**src/rtl/mat_host_loader.sv**
```systemverilog
// Host sequencer: packs A/B element stream into BRAM rows, starts the DMA, waits for N C rows, streams C back out.
// Row writes land 1 cycle after the last element of a row; s_ready only in load states; m_data holds while m_ready=0.
module mat_host_loader #(
  parameter int N       = 6,
  parameter int WIDTH   = 16,
  parameter int M_WIDTH = 2*WIDTH+N-1,
  parameter int ADDR    = $clog2(N)
) (
  input  logic                 clk,
  input  logic                 rst_n,
  input  logic                 s_valid,
  output logic                 s_ready,
  input  logic [WIDTH-1:0]     s_data,
  output logic                 m_valid,
  input  logic                 m_ready,
  output logic [M_WIDTH-1:0]   m_data,
  output logic                 busy,
  output logic                 A_USR_wr,
  output logic [ADDR-1:0]      A_USR_addr,
  output logic [N*WIDTH-1:0]   A_USR_din,
  output logic                 B_USR_wr,
  output logic [ADDR-1:0]      B_USR_addr,
  output logic [N*WIDTH-1:0]   B_USR_din,
  output logic                 C_USR_rd,
  output logic [ADDR-1:0]      C_USR_addr,
  input  logic [N*M_WIDTH-1:0] C_USR_dout,
  output logic                 start,
  input  logic                 C_MAT_wr
);

  localparam int CW = $clog2(N+1);
  localparam logic [ADDR-1:0] LAST = ADDR'(N-1);

  typedef enum logic [2:0] {
    IDLE, LOAD_A, LOAD_B, START, WAIT, READ, DRAIN
  } state_t;

  state_t state, state_nxt;

  logic [ADDR-1:0]      col, row;
  logic [1:0]           st_cnt;
  logic [CW-1:0]        wcnt;
  logic                 rd_pend;
  logic [N*WIDTH-1:0]   pack, pack_nxt;
  logic [N*M_WIDTH-1:0] cbuf;
  logic                 s_acc;
  logic                 row_done;

  assign s_acc    = s_valid && (state == LOAD_A || state == LOAD_B);
  assign row_done = s_acc && (col == LAST);

  always_comb begin
    pack_nxt = pack;
    pack_nxt[col*WIDTH +: WIDTH] = s_data;
  end

  always_ff @(posedge clk or negedge rst_n) begin
    if (!rst_n) state <= IDLE;
    else        state <= state_nxt;
  end

  always_comb begin
    state_nxt = state;
    case (state)
      IDLE:    if (s_valid) state_nxt = LOAD_A;
      LOAD_A:  if (row_done && row == LAST) state_nxt = LOAD_B;
      LOAD_B:  if (row_done && row == LAST) state_nxt = START;
      START:   if (st_cnt == 2'd2) state_nxt = WAIT;
      WAIT:    if (C_MAT_wr && wcnt == CW'(N-1)) state_nxt = READ;
      READ:    if (rd_pend) state_nxt = DRAIN;
      DRAIN:   if (m_ready && col == LAST) state_nxt = (row == LAST) ? IDLE : READ;
      default: state_nxt = IDLE;
    endcase
  end

  always_comb begin
    s_ready    = (state == LOAD_A) || (state == LOAD_B);
    start      = (state == START);
    busy       = (state != IDLE);
    m_valid    = (state == DRAIN);
    m_data     = (state == DRAIN) ? cbuf[col*M_WIDTH +: M_WIDTH] : '0;
    C_USR_rd   = (state == READ) && !rd_pend;
    C_USR_addr = (state == READ) ? row : '0;
  end

  always_ff @(posedge clk or negedge rst_n) begin
    if (!rst_n) begin
      col        <= '0;
      row        <= '0;
      st_cnt     <= '0;
      wcnt       <= '0;
      rd_pend    <= 1'b0;
      pack       <= '0;
      cbuf       <= '0;
      A_USR_wr   <= 1'b0;
      A_USR_addr <= '0;
      A_USR_din  <= '0;
      B_USR_wr   <= 1'b0;
      B_USR_addr <= '0;
      B_USR_din  <= '0;
    end else begin
      A_USR_wr <= 1'b0;
      B_USR_wr <= 1'b0;
      st_cnt   <= (state == START) ? st_cnt + 2'd1 : 2'd0;
      wcnt     <= (state == WAIT && C_MAT_wr) ? wcnt + CW'(1) : (state == WAIT ? wcnt : '0);
      rd_pend  <= (state == READ) ? !rd_pend : 1'b0;
      case (state)
        LOAD_A, LOAD_B: begin
          if (s_acc) begin
            pack <= pack_nxt;
            if (col == LAST) begin
              col <= '0;
              row <= (row == LAST) ? '0 : row + 1'b1;
              // Strobe goes out the cycle after the row's last element is accepted.
              if (state == LOAD_A) begin
                A_USR_wr   <= 1'b1;
                A_USR_addr <= row;
                A_USR_din  <= pack_nxt;
              end else begin
                B_USR_wr   <= 1'b1;
                B_USR_addr <= row;
                B_USR_din  <= pack_nxt;
              end
            end else begin
              col <= col + 1'b1;
            end
          end
        end
        READ: begin
          if (rd_pend) cbuf <= C_USR_dout;
        end
        DRAIN: begin
          if (m_ready) begin
            if (col == LAST) begin
              col <= '0;
              row <= (row == LAST) ? '0 : row + 1'b1;
            end else begin
              col <= col + 1'b1;
            end
          end
        end
        IDLE: begin
          col <= '0;
          row <= '0;
        end
        default: ;
      endcase
    end
  end

endmodule

```
**config.mk**
```make
export PLATFORM = sky130hd
export DESIGN_NAME = mat_host_loader
export DESIGN_NICKNAME = d
export VERILOG_FILES = /design/src/rtl/mat_host_loader.sv
export SDC_FILE = /design/constraint.sdc
export NUM_CORES = 1
export LEC_CHECK = 0
export ABC_AREA = 1
export CAP_MARGIN = 25
export CORE_ASPECT_RATIO = 0.7
export CORE_UTILIZATION = 25
export CTS_CLUSTER_DIAMETER = 200
export DETAILED_ROUTE_END_ITERATION = 8
export PLACE_DENSITY = 0.45
export REMOVE_ABC_BUFFERS = 1
export SLEW_MARGIN = 25
export SYNTH_ARGS = -nofsm -noshare
export SYNTH_HDL_FRONTEND = slang
export SYNTH_SLANG_ARGS = --single-unit
export TNS_END_PERCENT = 5
```
**constraint.sdc**
```tcl
create_clock -name clk -period 3.1 [get_ports clk]
set_input_delay 0.465 -clock clk [delete_from_list [all_inputs] [get_ports clk]]
set_output_delay 0.465 -clock clk [all_outputs]
set_load 0.005 [all_outputs]
```
# == Word-level counts from Yosys, hierarchy flattened ==
# Cells that the tools add are included.
# totals
in_bits,243
regBits,533
elab_cells,96
# classes
n_reduce_logical,19
mux,33
mul,1
n_addsub,5
bitwise,1
n_eq_ne,20
shift,3
# op_table
cell,count
$shiftx 222x10->37,1
$bwmux 96,1
$shift 16x34->96 const A,1
$shiftx 16x34->96,1
$mux 3,18
$mux 37,1
$neg 7->34,1
$pmux 3 s7,1
$eq 3x3->1 const B,6
$pmux 3 s3,2
$ne 2x1->1 const B,5
$ne 2x2->1 const B,5
$add 3x1->3 const B,3
$mul 3x6->9 const B,1
$mux 1,9
$reduce_and 4->1,2
$logic_and 1x1->1,7
$reduce_and 7->1,1
$eq 3x2->1 const B,2
$reduce_bool 3->1,2
$reduce_and 2->1,2
$eq 3x1->1 const B,1
$logic_not 3->1,1
$reduce_and 3->1,1
7 further kinds,7

# == Depth between registers and ports, before layout ==
# Gate-level depths: netlist of run 1.
# logic_depth
ltp_word,7
depth_mapped,14
depth_no_buf,11

# == Worst setup path after synthesis of run 1 ==
# No wires, ideal clock.
# synth_timing
kind,register to register
start,register col[0]
end,register pack[41]
arrival_ps,2456
stages_incl_launch_ff,14
setup_ps,133
slack_ps,510
t_required_ps,2967
path_cell_list,dfrtp_1 inv_2 buf_2 clkbuf_1 ha_1 ha_1 buf_4 nand2_1 inv_1 nand4_2 clkbuf_1 nand2_1 nand2_1 o21ai_0
# synth_between
elab_chain_len,3
elab_cells_between_ends,4
# synth_lines
element,line_no,text
start: declaration,40,"logic [ADDR-1:0] col, row;"
start signal: assignment,125,col <= col + 1'b1;
start signal: assignment,138,col <= col + 1'b1;
$neg 7->34 *,54,pack_nxt[col*WIDTH +: WIDTH] = s_data;
$shiftx 16x34->96 / $shift 16x34->96 (equally long branches),54,
$bwmux 96 *,54,
end signal: assignment,110,pack <= pack_nxt;
end: declaration,44,"logic [N*WIDTH-1:0] pack, pack_nxt;"
# Every way passes the cells marked *; elsewhere a longest branch is shown, timed or not.
# A chain may end at the register's enable or synchronous reset.

# == Worst setup path after layout of run 1 ==
# layout_timing
start,register col[0]
end,output port m_data[21]
# layout_between
elab_chain_len,3
# layout_lines
element,line_no,text
$mul 3x6->9,81,m_data = (state == DRAIN) ? cbuf[col*M_WIDTH +: M_WIDTH] : '0;
$shiftx 222x10->37,81,
$mux 37,81,
end: declaration,16,"output logic [M_WIDTH-1:0] m_data,"
# Every way passes these cells.

==> results of run 1 <==
-- final cells by class --
type	count	area, µm²
timing repair buffer	553	5780
inverter	108	427
multi-input combinational	1671	8910
clock inverter	21	245
antenna	9	22.5
clock buffer	83	1680
sequential	533	13300
tap	1235	1550
fill	9397	60200
-- metal layers --
layer,vias up,share of wire,global-route usage
met5,-,0.0013,0
met2,478,0.45,0.268
met3,99,0.072,0.0541
met4,18,0.019,0.0419
li1,8987,-,-
met1,9302,0.45,0.228
-- cells in the final DEF (no fill, tap or decap), types with 2 or more instances in the layout --
cell type,Yosys,final
a21oi_1,48,38
a21oi_2,0,10
a31oi_1,7,7
buf_12,0,16
buf_16,0,5
buf_4,7,38
buf_6,8,2
buf_8,0,2
bufinv_16,0,4
clkbuf_1,63,12
clkbuf_16,0,60
clkbuf_8,0,13
clkdlybuf4s50_1,0,460
clkinv_2,0,11
clkinvlp_4,0,4
dfrtp_1,533,530
dfrtp_2,0,2
diode_2,0,9
dlygate4sd2_1,0,9
dlymetal6s2s_1,0,17
ha_1,7,7
inv_1,98,97
inv_2,8,7
inv_4,1,2
mux2_2,222,222
nand2_1,822,821
nand2_2,1,2
nand2_4,3,2
nand3_1,18,16
nand4_2,2,2
nor2_1,130,130
nor2_4,3,4
o21a_1,37,37
o21ai_0,254,254
o21ai_1,65,65
o22ai_1,46,45
-- power breakdown --
group	total (W)	switching, W	internal [W]
sequential	0.0111	0.00148	0.00957
clock	0.00711	0.00303	0.00408
combinational	0.0106	0.00599	0.00461
total	0.0288	0.0105	0.0183
-- cell families (layout without fill, tap and decap cells) --
family / count (synthesis) / count (layout) / synth area share
compound gates: 458 / 458 / 0.105
fa+ha+maj: 7 / 7 / 0.00376
buf+inv: 257 / 765 / 0.0486
flops: 533 / 533 / 0.572
mux: 222 / 222 / 0.107
other cells: 0 / 9 / 0
simple gates: 984 / 984 / 0.163
-- sequential cells by signal, indices dropped and copies added, names as in the netlist --
name        flops
A_USR_addr      3
A_USR_din      96
A_USR_wr        1
B_USR_addr      3
B_USR_din      96
B_USR_wr        1
cbuf          222
col             3
pack           96
rd_pend         1
row             3
st_cnt          2
state           3
wcnt            3
-- timing repair --
action                     CTS  global route
hold buffers                 1             0
gates cloned                 3             2
pin swaps                    2             4
hold endpoints to repair    47             0
buffers inserted             2             5
gates resized for setup     20            35
setup endpoints to repair   37            28
-- worst register-to-register path: cells and delay by family (launching register included) --
family,cells,cell delay [ns]
AO/OA/AOI/OAI,1,0.35
adder cells (fa/ha/maj),2,0.50
buffers and inverters,4,1.13
flip-flops,1,0.54
AND/OR/NAND/NOR,3,0.28
-- stage by stage --
| step | worst slack, ns | area (µm²) | hold slack (ns) | TNS [ns] |
|---|---|---|---|---|
| 3_3_place_gp | 0.437 | 29600 | 0.411 | 0 |
| 2_1_floorplan | -4.56 | 22600 | 0.169 | -1617.73 |
| 5_1_grt | -0.121 | 31900 | 0.388 | -1.10 |
| 6_report | 0.0155 | 32000 | 0.385 | 0 |
| 3_5_place_dp | 0.395 | 29600 | 0.425 | 0 |
| 4_1_cts | -0.138 | 31700 | 0.376 | -3.05 |
-- path summary, 6_finish.rpt --
path / depth (start not counted) / startpoint / endpoint / slack [ns]
min in group clk: 1 / st_cnt[0] / st_cnt[0] / 0.43
max in group asynchronous: 3 / rst_n / cbuf[25] / 1.68
setup / recovery: 6 / col[0] / m_data[21] / 0.02
hold reg to reg: 1 / st_cnt[0] / st_cnt[0] / 0.43
hold / removal: 2 / rst_n / A_USR_din[37] / 0.38
setup reg to reg: 10 / col[0] / A_USR_din[50] / 0.21
==> impl_metrics.ini, run 1 <==
[run_status]
outcome = completed

[layout]
final_layout_size_suffix_gt1_frac = 0.141
fin_util = 0.347
stdcell_count = 4213
syn2layout_area_growth_pct = 37.1
layout.nets = 3175

[logic_synthesis]
synth-edff-count = 0
postSynthCellCount = 2461
yosysTopAreaCellShare = 0.572
synth-seq-cells = 533
synth.distinct_cells = 30
syn_area_per_cell_um2 = 9.47
async_flop_share = 1.00
seq_area_frac_synth = 0.572
synth.top_cells.by_area = dfrtp_1 57%, nand2_1 13%, mux2_2 11%, o21ai_0 5.5%, nor2_1 2.1%
yosysMostFrequentCell = nand2_1
synth_commonest_cells = 822 x nand2_1, 533 x dfrtp_1, 254 x o21ai_0
syn-cell-area_um2 = 23300
ys.flop_type = dfrtp_1
synth.largest_area_cell = dfrtp_1
ys_warn_count = 0

[critical_path]
cp_slowest_cell = clkdlybuf4s50_1
worstSetupPathType = reg -> out
cp-start-kind = register
path_delay_family = buffers and inverters
arrival_ns = 2.62
path_cells = buf_16 > o21ai_0 > o22ai_1 > nand2_1 > a21oi_1 > clkdlybuf4s50_1
cpPeakStageDelay_ns = 0.56
path_buf_inv = 2
worstPathRequired_ns = 2.63
critPathMaxFanout = 31
crit_path_end_kind = output pin

[floorplanning]
start_util = 0.253
dieArea_um2 = 94500
die_h_um = 257
top_level_ports = 488
rows = 93
coreArea_um2 = 92200
die_w_um = 367

[clock_tree]
cts_buffers = 58
clkSlewWorstSetupHoldPaths_ns = 0.07
clockRootBuffer = clkbuf_16
clk_latency_ns = 0.64
ctsHtreeMaxLevel = 2
cts_max_path_buffers = 3
cts_tree = yes
cts_sinks = 533

[detailed_routing]
drtAntennaViolNets = 0
dr.first_iter.drc_count = 1371
via_count = 18884
via_per_inst = 4.48
avgRoutedWirePerCell_um = 19.8
wirelength_um = 83300
drt-pass1-iter-count = 7
post-route-drc-count = 0

[grt]
grt_use_total = 0.171
grt_max_degree = 123
overflow = 0
grt_pass1_wl_um = 124000
grt_pass1_vias = 19378
antenna_found_initial = 16

[pwr]
vdd_drop_max_v = 0.000410
p_leak_nw = 14.6
power_density_nw_per_um2 = 900
p_total_w = 0.0288

[sta]
layout_min_cycle_time_ns = 3.08
max-slew-margin-rel = 0.359
finalHoldViolCount = 0
skew_ns = 0.0323
fin_crit_sh = 0.995
maxSlewViolCount = 0
rsz0062_at_grt = true
setup_violations = 0
worstMarginPinSlew_ns = 0.961
fmax_mhz = 324

[placement]
portBuffers = 487
dp_hpwl_um = 57000
place_congestion = 0.815
placedCellCount = 4087

[hold_path]
holdCritPathClass = in -> async

[job]
maxCapViolCount = 0
Note: power is estimated with default switching activity, not from simulation.
==> inputs of run 2 (changes only) <==
--- a/config.mk
+++ b/config.mk
@@ -17,4 +17,3 @@
 export SYNTH_ARGS = -nofsm -noshare
 export SYNTH_HDL_FRONTEND = slang
 export SYNTH_SLANG_ARGS = --single-unit
-export TNS_END_PERCENT = 5
==> run 2 against run 1 <==
Compared with the run above:
- sequential power hardly changed
- hold slack worse by 0.0030 ns
- non-clock buffer count is 9 higher
- sequential share of layout area shrank 0.16 points
- power rose by 0.73%
- clock-buffer cell count did not move
- combinational power about the same
- first-iteration DRC count decreased by 1.0%
- register-to-register slack barely moved
- cell count increased by 0.21%
- critical endpoint is now m_data[28]
==> impl_metrics.ini, run 2 (same netlist as run 1, synthesis figures left out) <==
[pwr]
comb_power_share = 0.373
vdd_drop_max_v = 0.000426
p_total_w = 0.0290
power.switching_w = 0.0106
p_seq_frac = 0.382
power_density_nw_per_um2 = 903
intPower_w = 0.0184
power.share.clock = 0.246
switching_share = 0.365
p_leak_nw = 14.7

[floorplanning]
rows = 93
top_level_ports = 488
die_w_um = 367
start_util = 0.253
coreArea_um2 = 92200
die_h_um = 257
dieArea_um2 = 94500

[critical_path]
worstPathRequired_ns = 2.63
path_delay_family = buffers and inverters
critPathMaxFanout = 28
worstSetupPathType = reg -> out
crit_path_end_kind = output pin
cpPeakStageDelay_ns = 0.57
path_buf_inv = 3
cp_slowest_cell = dfrtp_4
path_cells = clkinv_8 > buf_16 > nor2_1 > o22ai_2 > nand2_1 > a21oi_2 > clkdlybuf4s50_1
cp-start-kind = register
arrival_ns = 2.60

[grt]
grtUsageMet1 = 0.227
grt_pass1_vias = 19371
met3_usage = 0.0541
grt_pass1_wl_um = 124000
overflow = 0
met2_usage = 0.269
grt_max_degree = 123
top_usage_layer = met2
antenna_found_initial = 16
grt_use_total = 0.171

[sta]
layout_min_cycle_time_ns = 3.06
rsz0062_at_grt = true
finalHoldViolCount = 0
fmax_mhz = 327
finalSetupTns_ns = 0
maxSlewViolCount = 0
fin_crit_sh = 0.987
setup_violations = 0
skew_ns = 0.0320
worstMarginPinSlew_ns = 0.962
max-slew-margin-rel = 0.359

[layout]
syn2layout_area_growth_pct = 37.6
largest_reg_flops = 222
stdcell_count = 4222
final_layout_size_suffix_gt1_frac = 0.144
final_area_um2 = 32100
final_cell_mix = 822 x nand2_1, 529 x dfrtp_1, 457 x clkdlybuf4s50_1
top_register = cbuf
layout.nets = 3184
layout_commonest_cell = nand2_1

[clock_tree]
cts_sinks = 533
cts_max_path_buffers = 3
clockRootBuffer = clkbuf_16
cts_tree = yes
clk_latency_ns = 0.64
clkSlewWorstSetupHoldPaths_ns = 0.07
cts_buffers = 58
ctsHtreeMaxLevel = 2

[detailed_routing]
via_per_inst = 4.50
post-route-drc-count = 0
avgRoutedWirePerCell_um = 19.9
wirelength_um = 84100
drt-pass1-iter-count = 5
dr.first_iter.drc_count = 1357
drtAntennaViolNets = 0
via_count = 19007

[run_status]
outcome = completed

[placement]
portBuffers = 487
placed_area_um2 = 29600
place_congestion = 0.815
dp_hpwl_um = 57000
placedCellCount = 4087

[hold_path]
holdCritPathClass = in -> async

[job]
maxCapViolCount = 0
[run 2: cell types whose count changed in the layout (fill, tap and decap cells not counted), sizes merged]
cell	delta
clkdlybuf4s15	+1
clkbuf	+4
dlymetal6s2s	+3
clkdlybuf4s50	-3
dlygate4sd2	-2
buf	+6
[run 2: what timing repair did]
action	CTS	global route
hold buffers	1	0
resized for setup	21	42
pin swaps	2	7
endpoints found under the setup margin	37	28
cloned	3	5
hold endpoints to repair	47	0
buffers inserted	2	11
[run 2: final timing paths]
kind / startpoint / end / slack [ns] / cells past startpoint
setup / recovery: col[0] / m_data[28] / 0.04 / 7
hold / removal: rst_n / A_USR_din[37] / 0.38 / 2
setup reg to reg: col[0] / pack[0] / 0.22 / 11
hold reg to reg: st_cnt[0] / st_cnt[0] / 0.43 / 1
max in group asynchronous: rst_n / cbuf[25] / 1.69 / 3
min in group clk: st_cnt[0] / st_cnt[0] / 0.43 / 1
[run 2: routing by layer]
metal  part of all wire  vias up  routed length (µm)
met5             0.0014        -                 114
met4              0.020       18                1690
met3              0.076      105                6370
met2               0.46      508               38300
met1               0.45     9379               37600
li1                   -     8997                   -
[run 2: power by group through the flow]
| stage | logic, W | clock network, W | registers [W] |
|---|---|---|---|
| floorplan | 0.00565 | 0 | 0.0108 |
| global placement | 0.0101 | 0 | 0.0110 |
| detailed placement | 0.0103 | 0 | 0.0111 |
| CTS | 0.0106 | 0.00736 | 0.0110 |
| global route | 0.0120 | 0.00764 | 0.0114 |
| finish | 0.0108 | 0.00712 | 0.0111 |
[run 2: per-stage QoR]
stage          setup slack [ns]  hold slack [ns]  utilization
2_1_floorplan             -4.56            0.169            -
3_3_place_gp              0.437            0.411        0.322
3_5_place_dp              0.395            0.425        0.322
4_1_cts                  -0.138            0.376        0.344
5_1_grt                 -0.0984            0.391        0.348
6_report                 0.0399            0.382        0.348
[run 2: cell type report]
type | instances | area, µm²
fillers | 9393 | 60100
flip-flops and latches | 533 | 13300
multi-input cells | 1671 | 8900
repair buffers | 562 | 5920
clock buffers | 83 | 1680
well taps | 1235 | 1550
inverters | 108 | 427
clock inverters | 21 | 245
diodes | 9 | 22.5
==> inputs of run 3 (changes only) <==
--- a/config.mk
+++ b/config.mk
@@ -11,7 +11,6 @@
 export CORE_UTILIZATION = 25
 export CTS_CLUSTER_DIAMETER = 200
 export DETAILED_ROUTE_END_ITERATION = 8
-export PLACE_DENSITY = 0.45
 export REMOVE_ABC_BUFFERS = 1
 export SLEW_MARGIN = 25
 export SYNTH_ARGS = -nofsm -noshare
==> run 3 against run 2 <==
Compared with the run above:
- worst setup slack improved by 0.029 ns
- largest cell class unchanged
- critical endpoint is now m_data[19]
- clock power about the same
- maximum frequency grew 0.96%
- register-to-register slack gained 0.12 ns
- die area unchanged
- critical path type unchanged
==> impl_metrics.ini, run 3 (same netlist as run 1, synthesis figures left out) <==
[detailed_routing]
via_count = 19030
post-route-drc-count = 0
wirelength_um = 81200
avgRoutedWirePerCell_um = 19.2
dr.first_iter.drc_count = 1359
drt-pass1-iter-count = 7
drtAntennaViolNets = 0
via_per_inst = 4.49

[sta]
worstMarginPinSlew_ns = 0.937
rsz0062_at_grt = true
fmax_mhz = 330
max-slew-margin-rel = 0.375
finalHoldViolCount = 0
maxSlewViolCount = 0
fin_crit_sh = 0.978
setup_violations = 0
layout_min_cycle_time_ns = 3.03
skew_ns = 0.0355
finalSetupTns_ns = 0
holdWs_ns = 0.428

[floorplanning]
die_h_um = 257
coreArea_um2 = 92200
rows = 93
dieArea_um2 = 94500
die_w_um = 367
top_level_ports = 488
start_util = 0.253

[critical_path]
crit_path_end_kind = output pin
critPathMaxFanout = 14
cp-start-kind = register
worstPathRequired_ns = 2.63
worstSetupStartpoint = col[0]
r2r_cells = 10
worst-r2r-setup-slack_ns = 0.34
r2r-end = A_USR_din[52]
worstSetupPathType = reg -> out
timing.rr.start = col[0]
arrival_ns = 2.57

[layout]
layout_commonest_cell = nand2_1
final_cell_mix = 821 x nand2_1, 530 x dfrtp_1, 453 x clkdlybuf4s50_1
syn2layout_area_growth_pct = 38.8
final_area_um2 = 32300
largest_reg_flops = 222
fin_util = 0.351
top_register = cbuf
stdcell_count = 4239
final_layout_size_suffix_gt1_frac = 0.148
layout.nets = 3197

[hold_path]
hold-path-endpoint = st_cnt[0]
worstHoldPathCells = 1
holdCritPathClass = reg -> reg
hold_start = st_cnt[0]

[job]
maxCapViolCount = 0

[grt]
grt_use_total = 0.164
grt_max_degree = 157
grt_pass1_wl_um = 119000
antenna_found_initial = 19
grt_pass1_vias = 18644
overflow = 0

[clock_tree]
clockRootBuffer = clkbuf_16
clkSlewWorstSetupHoldPaths_ns = 0.07
ctsHtreeMaxLevel = 2
cts_tree = yes
cts_max_path_buffers = 3
clk_latency_ns = 0.63
cts_sinks = 533
cts_buffers = 56

[run_status]
outcome = completed

[placement]
placed_area_um2 = 29800
dp_hpwl_um = 53400
place_congestion = 0.801
portBuffers = 487
placedCellCount = 4091

[pwr]
p_leak_nw = 14.7
power_density_nw_per_um2 = 909
vdd_drop_max_v = 0.000485
## run 3: cell types whose count changed in the layout (fill, tap and decap cells not counted), moves of 2 or more
cell	delta
buf_16	+3
clkinvlp_4	-2
buf_12	+10
diode_2	+2
a21oi_1	+3
buf_4	+3
dlymetal6s2s_1	-12
clkdlybuf4s50_1	-4
inv_6	+2
dlygate4sd2_1	+17
a21oi_2	-3
clkbuf_16	-2
## run 3: how the worst max path moves through the flow
stage	to	slack, ns	cells past startpoint
after global routing	m_data[8]	-0.01	8
after detailed placement	m_data[14]	0.14	6
after global placement	m_data[14]	0.17	6
after CTS	m_data[14]	-0.07	6
final	m_data[19]	0.07	8
after floorplan	cbuf[0]	-4.56	3
## run 3: per-stage QoR
step | total power [W] | setup slack [ns]
final | 0.0294 | 0.0690
after global routing | 0.0314 | -0.00956
after CTS | 0.0293 | -0.0680
after detailed placement | 0.0214 | 0.141
after global placement | 0.0211 | 0.165
after floorplan | 0.0165 | -4.56
## run 3: routing by layer
layer,up-vias,wire (µm),global-route usage
met4,10,1670,0.0459
met5,-,68,0
met3,113,5350,0.0383
li1,9032,-,-
met1,9299,38100,0.236
met2,576,36100,0.245
## run 3: layout make-up
class                      instances  area (µm²)
antenna                           11        27.5
sequential                       533       13300
inverter                         108         420
clock inverter                    24         305
multi-input combinational       1671        8900
clock buffer                      80        1630
timing repair buffer             577        6170
tap                             1235        1550
fill                            9384       59800
## run 3: what timing repair did
action                     4_1_cts  5_1_grt
buffers inserted                14        7
setup endpoints to repair       37       16
gates resized for setup         49       18
gates cloned                     7        4
pin swaps                        4        5
hold endpoints to repair        59        0
hold buffers                     1        0
## run 3: where the power goes
part	switching [W]	internal (W)	leakage, nW
clock	0.00303	0.00410	0.952
combinational	0.00629	0.00499	6.95
sequential	0.00143	0.00956	6.82
total	0.0107	0.0187	14.7
## run 3: critical path: stages (launching register included)
cell and delay (ns):
dfrtp_4 0.52, inv_8 0.09, buf_16 0.15, buf_12 0.15
nor2_1 0.05, o22ai_1 0.16, nand2_1 0.09, a21oi_1 0.17
clkdlybuf4s50_1 0.53
